[src/rtl/rx_block_lock_if.sv]
// Gearbox-side bus for the 64b/66b block-lock engine: header stream in,
// slip request, lock status and statistics out.
interface rx_block_lock_if #(
  parameter int P_STAT_WIDTH = 16
);
  logic                    enable_i;
  logic [1:0]              rxheader_i;
  logic                    rxheadervalid_i;
  logic                    stat_clear_i;
  logic                    rxgearboxslip_o;
  logic                    locked_o;
  logic                    lock_lost_o;
  logic [P_STAT_WIDTH-1:0] slip_count_o;
  logic [P_STAT_WIDTH-1:0] hdr_err_count_o;

  modport slave (
    input  enable_i, rxheader_i, rxheadervalid_i, stat_clear_i,
    output rxgearboxslip_o, locked_o, lock_lost_o, slip_count_o, hdr_err_count_o
  );

  modport master (
    output enable_i, rxheader_i, rxheadervalid_i, stat_clear_i,
    input  rxgearboxslip_o, locked_o, lock_lost_o, slip_count_o, hdr_err_count_o
  );
endinterface

[src/rtl/rx_block_lock.sv]
// 64b/66b receive block-lock engine: windowed sync-header test with lock
// hysteresis, registered gearbox slip, post-slip settle and saturating stats.
module rx_block_lock #(
  parameter int P_WINDOW     = 64,
  parameter int P_BAD_LIMIT  = 16,
  parameter int P_SLIP_WAIT  = 32,
  parameter int P_STAT_WIDTH = 16
) (
  input  logic            clk_i,
  input  logic            rst_n_i,
  rx_block_lock_if.slave  bus
);
  localparam int CW = $clog2(P_WINDOW + 1);

  typedef enum logic [1:0] {ST_INIT, ST_TEST, ST_SLIP, ST_WAIT} state_t;

  state_t                  r_state, w_state_nxt;
  logic [CW-1:0]           r_sh_cnt, r_bad_cnt;
  logic [7:0]              r_wait_cnt;
  logic                    r_locked, r_slip, r_lock_lost;
  logic [P_STAT_WIDTH-1:0] r_slip_cnt, r_err_cnt;

  logic          w_hdr_bad, w_hdr_qual, w_win_done, w_wait_done;
  logic [CW-1:0] w_sh_inc, w_bad_inc;
  logic          w_cnt_clr, w_cnt_upd, w_set_lock, w_drop_lock, w_err_evt;

  assign w_hdr_bad   = (bus.rxheader_i == 2'b00) || (bus.rxheader_i == 2'b11);
  assign w_hdr_qual  = (r_state == ST_TEST) && bus.rxheadervalid_i && bus.enable_i;
  assign w_sh_inc    = r_sh_cnt + CW'(1);
  assign w_bad_inc   = r_bad_cnt + CW'(w_hdr_bad);
  assign w_win_done  = (w_sh_inc == CW'(P_WINDOW));
  assign w_wait_done = (r_wait_cnt == 8'(P_SLIP_WAIT - 1));

  always_comb begin
    w_state_nxt = r_state;
    w_cnt_clr   = 1'b0;
    w_cnt_upd   = 1'b0;
    w_set_lock  = 1'b0;
    w_drop_lock = 1'b0;
    w_err_evt   = 1'b0;
    if (!bus.enable_i) begin
      w_state_nxt = ST_INIT;
      w_cnt_clr   = 1'b1;
    end else begin
      case (r_state)
        ST_INIT: begin
          w_state_nxt = ST_TEST;
          w_cnt_clr   = 1'b1;
        end
        ST_TEST: if (w_hdr_qual) begin
          w_cnt_upd = 1'b1;
          if (r_locked) begin
            w_err_evt = w_hdr_bad;
            // Lock loss outranks a window that completes on the same header.
            if (w_hdr_bad && (w_bad_inc == CW'(P_BAD_LIMIT))) begin
              w_drop_lock = 1'b1;
              w_state_nxt = ST_SLIP;
            end else if (w_win_done) begin
              w_cnt_clr = 1'b1;
            end
          end else if (w_hdr_bad) begin
            w_state_nxt = ST_SLIP;
          end else if (w_win_done) begin
            w_set_lock = 1'b1;
            w_cnt_clr  = 1'b1;
          end
        end
        ST_SLIP: w_state_nxt = ST_WAIT;
        ST_WAIT: if (w_wait_done) begin
          w_state_nxt = ST_TEST;
          w_cnt_clr   = 1'b1;
        end
        default: w_state_nxt = ST_INIT;
      endcase
    end
  end

  always_ff @(posedge clk_i or negedge rst_n_i) begin
    if (!rst_n_i) begin
      r_state     <= ST_INIT;
      r_sh_cnt    <= '0;
      r_bad_cnt   <= '0;
      r_wait_cnt  <= '0;
      r_locked    <= 1'b0;
      r_slip      <= 1'b0;
      r_lock_lost <= 1'b0;
      r_slip_cnt  <= '0;
      r_err_cnt   <= '0;
    end else begin
      r_state <= w_state_nxt;
      if (w_cnt_clr) begin
        r_sh_cnt  <= '0;
        r_bad_cnt <= '0;
      end else if (w_cnt_upd) begin
        r_sh_cnt  <= w_sh_inc;
        r_bad_cnt <= w_bad_inc;
      end
      r_wait_cnt <= (r_state == ST_WAIT) ? r_wait_cnt + 8'd1 : 8'd0;
      // Slip pulse is the registered image of entering SLIP.
      r_slip <= (w_state_nxt == ST_SLIP);
      if (!bus.enable_i || w_drop_lock) r_locked <= 1'b0;
      else if (w_set_lock)              r_locked <= 1'b1;
      if (bus.stat_clear_i)  r_lock_lost <= 1'b0;
      else if (w_drop_lock)  r_lock_lost <= 1'b1;
      if (bus.stat_clear_i)              r_slip_cnt <= '0;
      else if (r_slip && !(&r_slip_cnt)) r_slip_cnt <= r_slip_cnt + 1'b1;
      if (bus.stat_clear_i)                r_err_cnt <= '0;
      else if (w_err_evt && !(&r_err_cnt)) r_err_cnt <= r_err_cnt + 1'b1;
    end
  end

  assign bus.rxgearboxslip_o = r_slip;
  assign bus.locked_o        = r_locked;
  assign bus.lock_lost_o     = r_lock_lost;
  assign bus.slip_count_o    = r_slip_cnt;
  assign bus.hdr_err_count_o = r_err_cnt;
endmodule

[src/flat_wrapper.sv]
// flat-port wrapper written by rule: the top's interface ports become plain ports
module rx_block_lock_flat 
#(
  parameter int P_WINDOW     = 64,
  parameter int P_BAD_LIMIT  = 16,
  parameter int P_SLIP_WAIT  = 32,
  parameter int P_STAT_WIDTH = 16
)
  (clk_i, rst_n_i, bus_enable_i, bus_rxheader_i, bus_rxheadervalid_i, bus_stat_clear_i, bus_rxgearboxslip_o, bus_locked_o, bus_lock_lost_o, bus_slip_count_o, bus_hdr_err_count_o);
  rx_block_lock_if #(.P_STAT_WIDTH(P_STAT_WIDTH)) bus_i ();
  input  logic clk_i;
  input  logic rst_n_i;
  input wire logic [$bits(bus_i.enable_i)-1:0] bus_enable_i;
  input wire logic [$bits(bus_i.rxheader_i)-1:0] bus_rxheader_i;
  input wire logic [$bits(bus_i.rxheadervalid_i)-1:0] bus_rxheadervalid_i;
  input wire logic [$bits(bus_i.stat_clear_i)-1:0] bus_stat_clear_i;
  output wire logic [$bits(bus_i.rxgearboxslip_o)-1:0] bus_rxgearboxslip_o;
  output wire logic [$bits(bus_i.locked_o)-1:0] bus_locked_o;
  output wire logic [$bits(bus_i.lock_lost_o)-1:0] bus_lock_lost_o;
  output wire logic [$bits(bus_i.slip_count_o)-1:0] bus_slip_count_o;
  output wire logic [$bits(bus_i.hdr_err_count_o)-1:0] bus_hdr_err_count_o;
  assign bus_i.enable_i = bus_enable_i;
  assign bus_i.rxheader_i = bus_rxheader_i;
  assign bus_i.rxheadervalid_i = bus_rxheadervalid_i;
  assign bus_i.stat_clear_i = bus_stat_clear_i;
  assign bus_rxgearboxslip_o = bus_i.rxgearboxslip_o;
  assign bus_locked_o = bus_i.locked_o;
  assign bus_lock_lost_o = bus_i.lock_lost_o;
  assign bus_slip_count_o = bus_i.slip_count_o;
  assign bus_hdr_err_count_o = bus_i.hdr_err_count_o;
  rx_block_lock #(.P_WINDOW(P_WINDOW), .P_BAD_LIMIT(P_BAD_LIMIT), .P_SLIP_WAIT(P_SLIP_WAIT), .P_STAT_WIDTH(P_STAT_WIDTH)) u_core (.clk_i(clk_i), .rst_n_i(rst_n_i), .bus(bus_i));
endmodule
[config.mk]
export PLATFORM = sky130hd
export DESIGN_NAME = rx_block_lock_flat
export DESIGN_NICKNAME = d
export VERILOG_FILES = /design/src/rtl/rx_block_lock_if.sv /design/src/rtl/rx_block_lock.sv /design/src/flat_wrapper.sv
export SDC_FILE = /design/constraint.sdc
export NUM_CORES = 1
export LEC_CHECK = 0
export CELL_PAD_IN_SITES_DETAIL_PLACEMENT = 0
export CELL_PAD_IN_SITES_GLOBAL_PLACEMENT = 1
export CORE_MARGIN = 2
export CORE_UTILIZATION = 46
export CTS_CLUSTER_SIZE = 20
export DETAILED_ROUTE_END_ITERATION = 7
export PLACE_DENSITY_LB_ADDON = 0.1
export RECOVER_POWER = 50
export SYNTH_ARGS = -nofsm -noshare
export SYNTH_HDL_FRONTEND = slang
export SYNTH_SLANG_ARGS = --single-unit
[constraint.sdc]
create_clock -name clk_i -period 4.6 [get_ports clk_i]
set_input_delay 0.69 -clock clk_i [delete_from_list [all_inputs] [get_ports clk_i]]
set_output_delay 0.69 -clock clk_i [all_outputs]
set_load 0.005 [all_outputs]
Word level (Yosys, flattened, before mapping)
Index checks and enable logic that the tools add are counted.
Widths: inputs -> output; s select.
{"block": "word_totals", "register_bits": 59, "inputBits": 7, "out_inout_bits": 35, "word_cells": 85}
{"block": "classes", "n_addsub": 5, "n_eq_ne": 8, "muxes": 44, "reduce_logical": 19}
{"cell": "$mux 16", "n": 4}
{"cell": "$add 16x1->16 const B", "n": 2}
{"cell": "$reduce_and 16->1", "n": 2}
{"cell": "$mux 7", "n": 4}
{"cell": "$mux 1", "n": 27}
{"cell": "$mux 2", "n": 6}
{"cell": "$reduce_bool 2->1", "n": 5}
{"cell": "$add 8x1->8 const B", "n": 1}
{"cell": "$eq 2x2->1 const B", "n": 4}
{"cell": "$eq 8x5->1 const B", "n": 1}
{"cell": "$mux 8", "n": 1}
{"cell": "$pmux 2 s4", "n": 1}
{"cell": "$add 7x1->7", "n": 1}
{"cell": "$add 7x1->7 const B", "n": 1}
{"cell": "$eq 7x5->1 const B", "n": 1}
{"cell": "$eq 7x7->1 const B", "n": 1}
{"cell": "$logic_and 1x1->1", "n": 5}
{"cell": "$logic_not 2->1", "n": 2}
{"cell": "$logic_not 1->1", "n": 3}
{"cell": "$pmux 1 s3", "n": 1}
{"cell": "$eq 2x1->1 const B", "n": 1}
{"cell": "$logic_or 1x1->1", "n": 2}

Logic depth before layout (Yosys ltp)
Gate-level depths: netlist of the first run.
{"block": "depth", "ltp_word": 12, "depth_mapped": 8, "depth_no_buf": 8}

Worst setup path after synthesis of the first run
No wires, ideal clock.
{"block": "synth_path", "path_type": "input to register", "start": "input port bus_rxheader_i[1]", "end": "register u_core.r_bad_cnt[0]", "setup_time_ns": 0.101, "t_arrival_ns": 2.782, "t_required_ns": 4.499, "setup_slack_ns": 1.717, "stages": 7, "path_buffers": 0, "path_cell_list": "xnor2_2 -> ha_1 -> ha_1 -> or4_4 -> o41ai_4 -> nor4_4 -> nor4_1"}
{"block": "synth_via", "elab_chain_len": 11, "word_cells_on_any_way": 15, "classes_between": "1 x add/sub; 2 x eq/ne; 8 x mux; 4 x reduce/logical"}
{"element": "start: declaration", "line": "flat_wrapper.sv:14", "rtl": "input wire logic [$bits(bus_i.rxheader_i)-1:0] bus_rxheader_i;"}
{"element": "$eq 2x2->1 / $logic_not 2->1 (equally long branches)", "line": "rx_block_lock.sv:27", "rtl": "assign w_hdr_bad = (bus.rxheader_i == 2'b00) || (bus.rxheader_i == 2'b11);"}
{"element": "$logic_or 1x1->1 *", "line": "rx_block_lock.sv:27"}
{"element": "$add 7x1->7", "line": "rx_block_lock.sv:30", "rtl": "assign w_bad_inc = r_bad_cnt + CW'(w_hdr_bad);"}
{"element": "$eq 7x5->1", "line": "rx_block_lock.sv:55", "rtl": "if (w_hdr_bad && (w_bad_inc == CW'(P_BAD_LIMIT))) begin"}
{"element": "$logic_and 1x1->1", "line": "rx_block_lock.sv:55"}
{"element": "$mux 1", "line": "rx_block_lock.sv:55"}
{"element": "$mux 1", "line": "rx_block_lock.sv:52", "rtl": "if (r_locked) begin"}
{"element": "$mux 1", "line": "rx_block_lock.sv:50", "rtl": "ST_TEST: if (w_hdr_qual) begin"}
{"element": "$pmux 1 s3", "line": "rx_block_lock.sv:45", "rtl": "case (r_state)"}
{"element": "$mux 1", "line": "rx_block_lock.sv:41", "rtl": "if (!bus.enable_i) begin"}
{"element": "$mux 7 / $reduce_bool 2->1 (equally long branches)"}
{"element": "end signal: assignment", "line": "rx_block_lock.sv:96", "rtl": "r_bad_cnt <= w_bad_inc;"}
{"element": "end: declaration", "line": "rx_block_lock.sv:18", "rtl": "logic [CW-1:0] r_sh_cnt, r_bad_cnt;"}
Mark *: on every way between the ends. The rest lies on a longest branch, timed or not. The select of a mux whose other input is x is not followed.
A chain may end at the register's enable or synchronous reset.

==> flow_summary.json, run 1 <==
{
  "cp_max_fo": 59,
  "io_pins": 42,
  "initial_core_util_pct": 47.2,
  "cts_tree": "built",
  "hold_path.class": "register to register",
  "max_freq_ghz": 0.306,
  "p_leak_nw": 1.54,
  "dp_hpwl_microns": 4560,
  "synth_top_cell_by_area": "dfrtp_1",
  "portBuffers": 41,
  "drt_iter0_drc": 89,
  "power.switching_uw": 234,
  "period_needed_ns": 3.26,
  "worstReg2RegEnd": "u_core.r_bad_cnt[1]",
  "cp_num_cells": 2,
  "worst-setup-path-type": "primary input to asynchronous set/reset pin",
  "register_area_sq_mm": 0.00148,
  "ys_warn_count": 0,
  "ys_seq_area_share_pct": 46.6,
  "crit_required_ns": 4.34,
  "grt_pass1_vias": 2400,
  "gr-total-overflow": 0,
  "cp_cell_sequence": "buf_2, clkbuf_1",
  "hold_viol": 0,
  "setup_violations": 0,
  "syn_area_per_cell_sq_um": 9.76,
  "clock_sinks": 59,
  "worstPathArrival_ns": 3.00,
  "synthTopCellsByArea": "dfrtp_1, xnor2_1, nor2_1, xor2_1, nand3_1",
  "cts_root_buffer": "clkbuf_8",
  "power.internal_uw": 725,
  "synthDistinctLibCells": 45,
  "slew_violations": 60,
  "num_rows": 30,
  "setup_tns_ns": 0,
  "synth_fp_nets": 339,
  "clk_latency_ns": 0.34,
  "die_area_sq_mm": 0.00757,
  "chipWidth_microns": 87.0,
  "power_frac_clock_pct": 39.9,
  "ys_seq_elements": 59,
  "wl_per_cell_microns": 14.5,
  "fillCellCount": 595,
  "seq_power_share_pct": 54.9,
  "critical_path_buf_inv_count": 2,
  "drive_gt1_share_pct": 8.29,
  "reg2regPathDepth": 6,
  "end_kind": "asynchronous set/reset pin",
  "synth-async-reset-ratio_pct": 100,
  "clock_skew_ns": 0.00750,
  "antenna_cells": 0,
  "synth_top_area_share_pct": 46.6,
  "syn_area_sq_mm": 0.00317,
  "slew_headroom_pct": -110,
  "synth_ff_type": "dfrtp_1",
  "syn_to_final_growth_pct": 20.2,
  "timing.hold.ws_ns": 0.487,
  "multi_input_area_sq_mm": 0.00164,
  "reg2reg_from": "u_core.r_bad_cnt[0]",
  "slowest_stage": "clkbuf_1",
  "antenna_found_initial": 0,
  "ant_nets": 0,
  "violations": "max-capacitance violations, max-slew violations",
  "critPathTopFamily": "buffers and inverters",
  "dr.pass1.iters": 4,
  "htreeDepth": 3,
  "fin_crit_sh_pct": 70.9,
  "wl_microns": 6570,
  "dr_total_vias": 2526,
  "r2r_slack_ns": 2.18,
  "critPathCapture": "u_core.bus.slip_count_o[9]",
  "synthCells": 325,
  "crit_start": "rst_n_i",
  "core_sq_mm": 0.00672,
  "grt_max_degree": 60,
  "holdPathStages": 1,
  "clkSlewWorstSetupHoldPaths_ns": 0.06,
  "p_per_area_mw_per_mm2": 252,
  "place_congestion": 0.813,
  "max-vdd-ir-drop_uv": 159,
  "outcome": "complete, but fails checks",
  "synth_edf_count": 0,
  "cts_buffers": 9,
  "grt_pass1_wl_microns": 11300,
  "hold_buffers": 0,
  "critPathMaxStageDelay_ns": 2.21,
  "cts_setup_buffers": 0,
  "rsz0062_at_grt": "no",
  "drv_cap": 1,
  "grt.total_usage_pct": 19.0,
  "cts_resized": 0,
  "die_h_microns": 87.0,
  "startpoint_type": "primary input",
  "swShare_pct": 24.4,
  "cts_buffer_depth": 2,
  "combPwrFrac_pct": 5.2,
  "vias_per_cell": 5.56,
  "tightest_slew_ns": 3.15,
  "drc": 0,
  "final_nets": 385
}
## final cells by class
| type | count | share of cell area, % |
|---|---|---|
| Sequential cell | 59 | 38.7 |
| Tap cell | 80 | 2.63 |
| Multi-Input combinational cell | 251 | 42.9 |
| Inverter | 5 | 0.492 |
| Clock buffer | 10 | 3.35 |
| Timing Repair Buffer | 45 | 11.3 |
| Clock inverter | 4 | 0.525 |
## cell usage after synthesis (2+ instances only)
library cell and number:
a211oi_1 9, a21oi_1 7, a311oi_1 2, a31oi_1 2, and2_1 3, and3_1 10
and4_1 4, clkbuf_1 8, dfrtp_1 59, ha_1 7, inv_1 4, mux2_2 2
mux2i_1 3, nand2_1 19, nand3_1 20, nand4_1 11, nor2_1 54, nor2b_1 2
nor3_1 11, nor4_1 7, nor4b_1 3, o211ai_1 3, o21ai_0 4, or2_2 3
or3_1 2, xnor2_1 30, xor2_1 18
## metal layers
layer  global-route usage [%]  vias to the layer above  routed length [microns]
li1                         -                     1241                        -
met1                     26.1                     1225                     3210
met2                     29.1                       46                     2980
met3                     3.60                       14                      246
met4                     8.81                        0                      139
met5                        0                        -                        0
## how the worst min path moves through the flow
stage / from / end / slack, ns
after floorplan: rst_n_i / u_core.bus.hdr_err_count_o[0] / 0.39
after global placement: u_core.r_wait_cnt[0] / u_core.r_wait_cnt[0] / 0.48
after detailed placement: u_core.r_wait_cnt[0] / u_core.r_wait_cnt[0] / 0.47
after CTS: u_core.r_wait_cnt[0] / u_core.r_wait_cnt[0] / 0.48
after global routing: u_core.r_wait_cnt[0] / u_core.r_wait_cnt[0] / 0.50
final: u_core.r_wait_cnt[0] / u_core.r_wait_cnt[0] / 0.49
## worst reg2reg max path, cell delays in order (launching register included)
cell     delay (ns)
dfrtp_1        0.38
ha_1           0.23
ha_1           0.31
or4_4          0.56
o41ai_4        0.41
nor4_4         0.14
nor4_1         0.29
## stage by stage
step	power [mW]	utilization, %	worst slack [ns]	instance area, sq um	std cells
after detailed placement	0.588	54.6	0.997	3670	440
final	0.959	56.7	1.34	3810	454
after floorplan	0.562	-	1.72	3170	325
after global placement	0.588	54.6	1.08	3670	440
after global routing	1.00	56.7	0.640	3810	454
after CTS	0.974	56.8	1.36	3810	454
## placed cells by master (no fill, tap or decap), types with 2 or more instances in the layout
master and n:
nor4b_1 3, clkbuf_8 9, and2_1 3, or2_2 3, a31oi_1 2, inv_1 4, clkinv_2 4, nand3_1 20
mux2_2 2, and3_1 10, nand4_1 11, buf_4 3, ha_1 7, nor2b_1 2, nor4_1 7, dfrtp_1 59
o21ai_0 4, nand2_1 19, or3_1 2, o211ai_1 3, nor3_1 11, xnor2_1 30, and4_1 4, a311oi_1 2
mux2i_1 3, clkdlybuf4s50_1 39, nor2_1 54, a211oi_1 9, a21oi_1 7, clkbuf_1 2, xor2_1 18
## power groups by stage
| stage | sequential, mW | combinational [mW] | clock, mW |
|---|---|---|---|
| after CTS | 0.526 | 0.0521 | 0.395 |
| after detailed placement | 0.536 | 0.0519 | 0 |
| after global placement | 0.536 | 0.0514 | 0 |
| final | 0.527 | 0.0498 | 0.382 |
| after floorplan | 0.535 | 0.0266 | 0 |
| after global routing | 0.527 | 0.0564 | 0.417 |
## sequential cells by signal, indices dropped and copies added, names as in the netlist
name                        cells
u_core.r_bad_cnt                7
u_core.bus.locked_o             1
u_core.bus.hdr_err_count_o     16
u_core.bus.slip_count_o        16
u_core.r_state                  2
u_core.r_sh_cnt                 7
u_core.r_wait_cnt               8
u_core.bus.rxgearboxslip_o      1
u_core.bus.lock_lost_o          1
## logic make-up (layout without fill, tap and decap cells)
kind of cell | Yosys count | count (layout) | share of synthesized area (%)
compound gates | 33 | 33 | 7.73
xor+xnor | 49 | 49 | 13.8
fa+ha+maj | 7 | 7 | 2.76
buf+inv | 15 | 64 | 1.81
flops | 59 | 59 | 46.6
mux | 5 | 5 | 1.66
simple gates | 157 | 157 | 25.7
Power figures use the tool's default switching activity.
==> run 2, diff against run 1 <==
Settings changed: CORE_UTILIZATION 46 to 43.
Clock period 4.6 ns to 3.35 ns, I/O delays scaled along.
==> flow_summary.json, run 2 (synthesis results as in run 1) <==
{
  "chipWidth_microns": 89.9,
  "layout_common_cells": "dfrtp_1, nor2_1, clkdlybuf4s50_1",
  "cp_cell_sequence": "clkdlybuf4s50_1, xnor2_2, ha_1, ha_1, or4_4, o41ai_4, nor4_4, nor4_1",
  "drv_cap": 0,
  "grt.total_usage_pct": 17.0,
  "timing.hold.ws_ns": 0.219,
  "worstPathArrival_ns": 3.05,
  "grt_pass1_vias": 2314,
  "wl_per_cell_microns": 13.8,
  "place_congestion": 0.815,
  "fillCellCount": 703,
  "wl_microns": 6530,
  "drt_iter0_drc": 85,
  "tightest_slew_ns": 1.15,
  "clock_sinks": 59,
  "outcome": "finished clean",
  "critPathMostFrequentCell": "ha_1",
  "antenna_found_initial": 0,
  "critPathMaxStageDelay_ns": 0.56,
  "drc": 0,
  "cts_root_buffer": "clkbuf_8",
  "final_util_pct": 54.2,
  "grt_max_degree": 47,
  "critPathTopFamily": "simple AND/OR/NAND/NOR gates",
  "drive_gt1_share_pct": 8.78,
  "cp_max_fo": 10,
  "crit_required_ns": 3.58,
  "final_nets": 385,
  "grt_pass1_wl_microns": 11100,
  "clkSlewWorstSetupHoldPaths_ns": 0.07,
  "dr.pass1.iters": 4,
  "cts_resized": 0,
  "cts_tree": "built",
  "worst-setup-path-type": "primary input to register",
  "antenna_cells": 0,
  "initial_core_util_pct": 43.9,
  "setup_violations": 0,
  "fin_crit_sh_pct": 84.2,
  "max_freq_ghz": 0.354,
  "ant_nets": 0,
  "die_area_sq_mm": 0.00808,
  "slew_headroom_pct": 23.0,
  "period_needed_ns": 2.82,
  "hold_buffers": 0,
  "core_sq_mm": 0.00721,
  "p_per_area_mw_per_mm2": 390,
  "placed_area_sq_mm": 0.00369,
  "final_area_sq_mm": 0.00391,
  "clk_latency_ns": 0.33,
  "vias_per_cell": 5.23,
  "cts_buffers": 9,
  "hold_viol": 0,
  "dr_total_vias": 2485,
  "final_common_cell": "dfrtp_1",
  "slowest_stage": "or4_4",
  "die_h_microns": 89.9,
  "slew_violations": 0,
  "reg2reg_from": "u_core.r_bad_cnt[0]",
  "gr-total-overflow": 0,
  "portBuffers": 41,
  "num_rows": 31,
  "startpoint_type": "primary input",
  "io_pins": 42,
  "post-place-cells": 459,
  "max-vdd-ir-drop_uv": 202,
  "fin_cells": 475,
  "htreeDepth": 3,
  "syn_to_final_growth_pct": 23.3,
  "r2r_slack_ns": 0.93,
  "worstReg2RegEnd": "u_core.r_bad_cnt[1]",
  "end_kind": "register",
  "p_leak_nw": 1.58,
  "rsz0062_at_grt": "no",
  "dp_hpwl_microns": 4650,
  "cts_setup_buffers": 0,
  "clock_skew_ns": 0.00616,
  "reg2regPathDepth": 6,
  "critical_path_buf_inv_count": 1,
  "hold_path.class": "primary input to asynchronous set/reset pin",
  "setup_tns_ns": 0,
  "cts_buffer_depth": 2
}
-- run 2: changes by cell type in the layout (fill, tap and decap cells not counted) --
cell and change:
clkdlybuf4s50_1 -2, clkinv_2 -1, buf_2 -1, bufinv_16 +2, dlygate4sd3_1 +2, clkbuf_8 +2, buf_4 -1, clkbuf_2 +1
-- run 2: layout make-up --
cell class	instances	area (sq um)	share of cell area, %
multi-input cells	251	1640	41.9
flip-flops and latches	59	1480	37.8
repair buffers	45	428	10.9
clock buffers	11	151	3.87
well taps	99	124	3.17
clock inverters	5	75.1	1.92
inverters	5	18.8	0.480
-- run 2: worst max path at each step --
| stage | from | to | slack [ns] | depth (start not counted) |
|---|---|---|---|---|
| 2_1_floorplan | bus_rxheader_i[1] | u_core.r_bad_cnt[0] | 0.65 | 7 |
| 3_3_place_gp | bus_rxheader_i[1] | u_core.r_bad_cnt[1] | 0.26 | 8 |
| 3_5_place_dp | bus_rxheader_i[1] | u_core.r_bad_cnt[1] | 0.16 | 8 |
| 4_1_cts | bus_rxheader_i[1] | u_core.r_bad_cnt[1] | 0.52 | 8 |
| 5_1_grt | bus_rxheader_i[1] | u_core.r_sh_cnt[1] | 0.39 | 8 |
| 6_report | bus_rxheader_i[1] | u_core.r_bad_cnt[1] | 0.53 | 8 |
-- run 2: metal layers --
layer	up-vias	part of all wire [%]	global-route usage, %
li1	1241	-	-
met1	1198	50	22.7
met2	38	45	26.9
met3	8	2.9	3.02
met4	0	1.6	8.08
met5	-	0	0
-- run 2: where the power goes --
| part | total [mW] | internal [mW] | leakage [nW] | switching, mW |
|---|---|---|---|---|
| Sequential | 0.723 | 0.717 | 0.821 | 0.00603 |
| Combinational | 0.0695 | 0.0234 | 0.641 | 0.0461 |
| Clock | 0.734 | 0.455 | 0.119 | 0.279 |
| Total | 1.53 | 1.20 | 1.58 | 0.331 |
-- run 2: metrics by stage --
| step | power [mW] | worst slack [ns] |
|---|---|---|
| floorplan | 0.771 | 0.655 |
| global placement | 0.808 | 0.259 |
| detailed placement | 0.809 | 0.163 |
| CTS | 1.56 | 0.524 |
| global route | 1.59 | 0.386 |
| finish | 1.53 | 0.529 |
==> run 3, diff against run 2 <==
Settings changed: CORE_UTILIZATION 43 to 38.
Clock period 3.35 ns to 2.5 ns, I/O delays scaled along.
==> flow_summary.json, run 3 (synthesis results as in run 1) <==
{
  "outcome": "complete, but fails checks",
  "violations": "max-capacitance violations, max-slew violations",
  "initial_core_util_pct": 39.0,
  "tightest_slew_ns": 1.53,
  "vias_per_cell": 5.17,
  "dr_total_vias": 2563,
  "num_rows": 33,
  "final_area_sq_mm": 0.00405,
  "grt_max_degree": 60,
  "cts_buffers": 9,
  "slew_headroom_pct": -2.33,
  "rsz0062_at_grt": "yes",
  "startpoint_type": "primary input",
  "clock_sinks": 59,
  "portBuffers": 41,
  "drc": 0,
  "fin_crit_sh_pct": 94.4,
  "p_per_area_mw_per_mm2": 513,
  "antenna_found_initial": 0,
  "hold_viol": 0,
  "final_nets": 400,
  "setup_violations": 0,
  "final_common_cell": "dfrtp_1",
  "cts_setup_buffers": 0,
  "worst-setup-path-type": "primary input to register",
  "wl_per_cell_microns": 14.3,
  "slowest_stage": "or4_4",
  "drv_cap": 1,
  "power.internal_mw": 1.62,
  "critPathMostFrequentCell": "ha_1",
  "syn_to_final_growth_pct": 27.6,
  "drt_iter0_drc": 98,
  "cp_max_fo": 10,
  "grt.total_usage_pct": 16.7,
  "clkSlewWorstSetupHoldPaths_ns": 0.07,
  "chipWidth_microns": 95.3,
  "end_kind": "register",
  "max_freq_ghz": 0.424,
  "clk_latency_ns": 0.33,
  "antenna_cells": 0,
  "core_sq_mm": 0.00813,
  "grt-busiest-layer": "met2",
  "place_congestion": 0.799,
  "layout_common_cells": "dfrtp_1, nor2_1, clkdlybuf4s50_1",
  "combPwrFrac_pct": 5.0,
  "io_pins": 42,
  "crit_required_ns": 2.73,
  "gr-total-overflow": 0,
  "use_met2_pct": 25.5,
  "max-vdd-ir-drop_uv": 234,
  "clock_skew_ns": 0.00391,
  "period_needed_ns": 2.36,
  "setup_slack_ns": 0.139,
  "cts_tree": "built",
  "wl_microns": 7090,
  "die_h_microns": 95.3,
  "cts_root_buffer": "clkbuf_8",
  "met3_usage_pct": 3.00,
  "htreeDepth": 3,
  "grt_pass1_vias": 2472,
  "hold_path.class": "primary input to asynchronous set/reset pin",
  "p_leak_nw": 1.66,
  "place_ws_ns": -0.586,
  "swShare_pct": 22.1,
  "critPathMaxStageDelay_ns": 0.56,
  "cts_buffer_depth": 2,
  "hold_buffers": 0,
  "dr.pass1.iters": 4,
  "cp_cell_sequence": "dlygate4sd2_1, xnor2_4, ha_1, ha_1, or4_4, o41ai_4, nor4_4, nor4_1",
  "slew_violations": 60,
  "power.switching_uw": 459,
  "worstPathArrival_ns": 2.59,
  "drive_gt1_share_pct": 12.5,
  "grt_util_met1_pct": 23.5,
  "power_frac_clock_pct": 48.2,
  "ant_nets": 0,
  "die_area_sq_mm": 0.00909,
  "dp_hpwl_microns": 4900,
  "seq_power_share_pct": 46.7,
  "placed_area_sq_mm": 0.00382,
  "grt_pass1_wl_microns": 11900
}
## run 3: cell count changes in the layout (fill, tap and decap cells not counted)
cell	previous run	this run
dlygate4sd2_1	0	2
clkdlybuf4s50_1	37	34
buf_4	2	18
clkinvlp_4	0	1
xnor2_4	0	1
xnor2_2	1	0
buf_2	0	1
clkinv_2	3	1
dlygate4sd3_1	3	4
clkbuf_1	2	1
## run 3: through the flow
step | setup TNS [ns] | power, mW | hold slack (ns) | util [%] | instances
3_5_place_dp | -6.59 | 1.10 | 0.483 | 47.0 | 480
5_1_grt | -0.000233 | 2.16 | 0.522 | 49.7 | 496
6_report | 0 | 2.07 | 0.469 | 49.7 | 496
3_3_place_gp | -6.12 | 1.10 | 0.475 | 47.0 | 480
2_1_floorplan | 0 | 1.04 | 0.0794 | - | 325
4_1_cts | 0 | 2.10 | 0.235 | 49.8 | 496
## run 3: worst paths after layout
path / end / slack [ns] / cells after the start / startpoint
max: u_core.r_bad_cnt[1] / 0.14 / 8 / bus_rxheader_i[1]
min: u_core.bus.slip_count_o[7] / 0.47 / 2 / rst_n_i
max reg2reg: u_core.r_bad_cnt[1] / 0.24 / 6 / u_core.r_bad_cnt[0]
min reg2reg: u_core.r_wait_cnt[0] / 0.49 / 1 / u_core.r_wait_cnt[0]
max in group asynchronous: u_core.r_bad_cnt[1] / 1.08 / 2 / rst_n_i
min in group clk_i: u_core.r_wait_cnt[0] / 0.49 / 1 / u_core.r_wait_cnt[0]
## run 3: metal layers
metal,vias to the layer above,share of wire [%]
met5,-,0
met4,0,1.6
met3,11,2.9
met2,41,44
met1,1238,51
li1,1273,-
## run 3: timing repair
item                       in CTS  in global routing
setup endpoints to repair      13                  1
pin swaps                       3                  0
gates resized for setup         2                  0
## run 3: critical path, delay by kind of cell
kind                     cells  cell delay, ns
AO/OA/AOI/OAI                1            0.30
AND/OR/NAND/NOR              3            0.96
buffers and inverters        1            0.29
XOR/XNOR                     1            0.16
adder cells (fa/ha/maj)      2            0.50
## run 3: cell type report
class / count / area [sq um]
fillers: 797 / 4090
multi-input cells: 251 / 1650
flip-flops and latches: 59 / 1480
repair buffers: 60 / 543
clock buffers: 12 / 155
well taps: 105 / 131
clock inverters: 4 / 72.6
inverters: 5 / 18.8
## run 3: power groups by stage
stage          clock [mW]  combinational, mW  sequential, mW
2_1_floorplan           0             0.0508           0.984
4_1_cts              1.02              0.109           0.968
6_report             1.00              0.105           0.969
3_5_place_dp            0              0.109           0.986
3_3_place_gp            0              0.109           0.987
5_1_grt              1.07              0.119           0.969
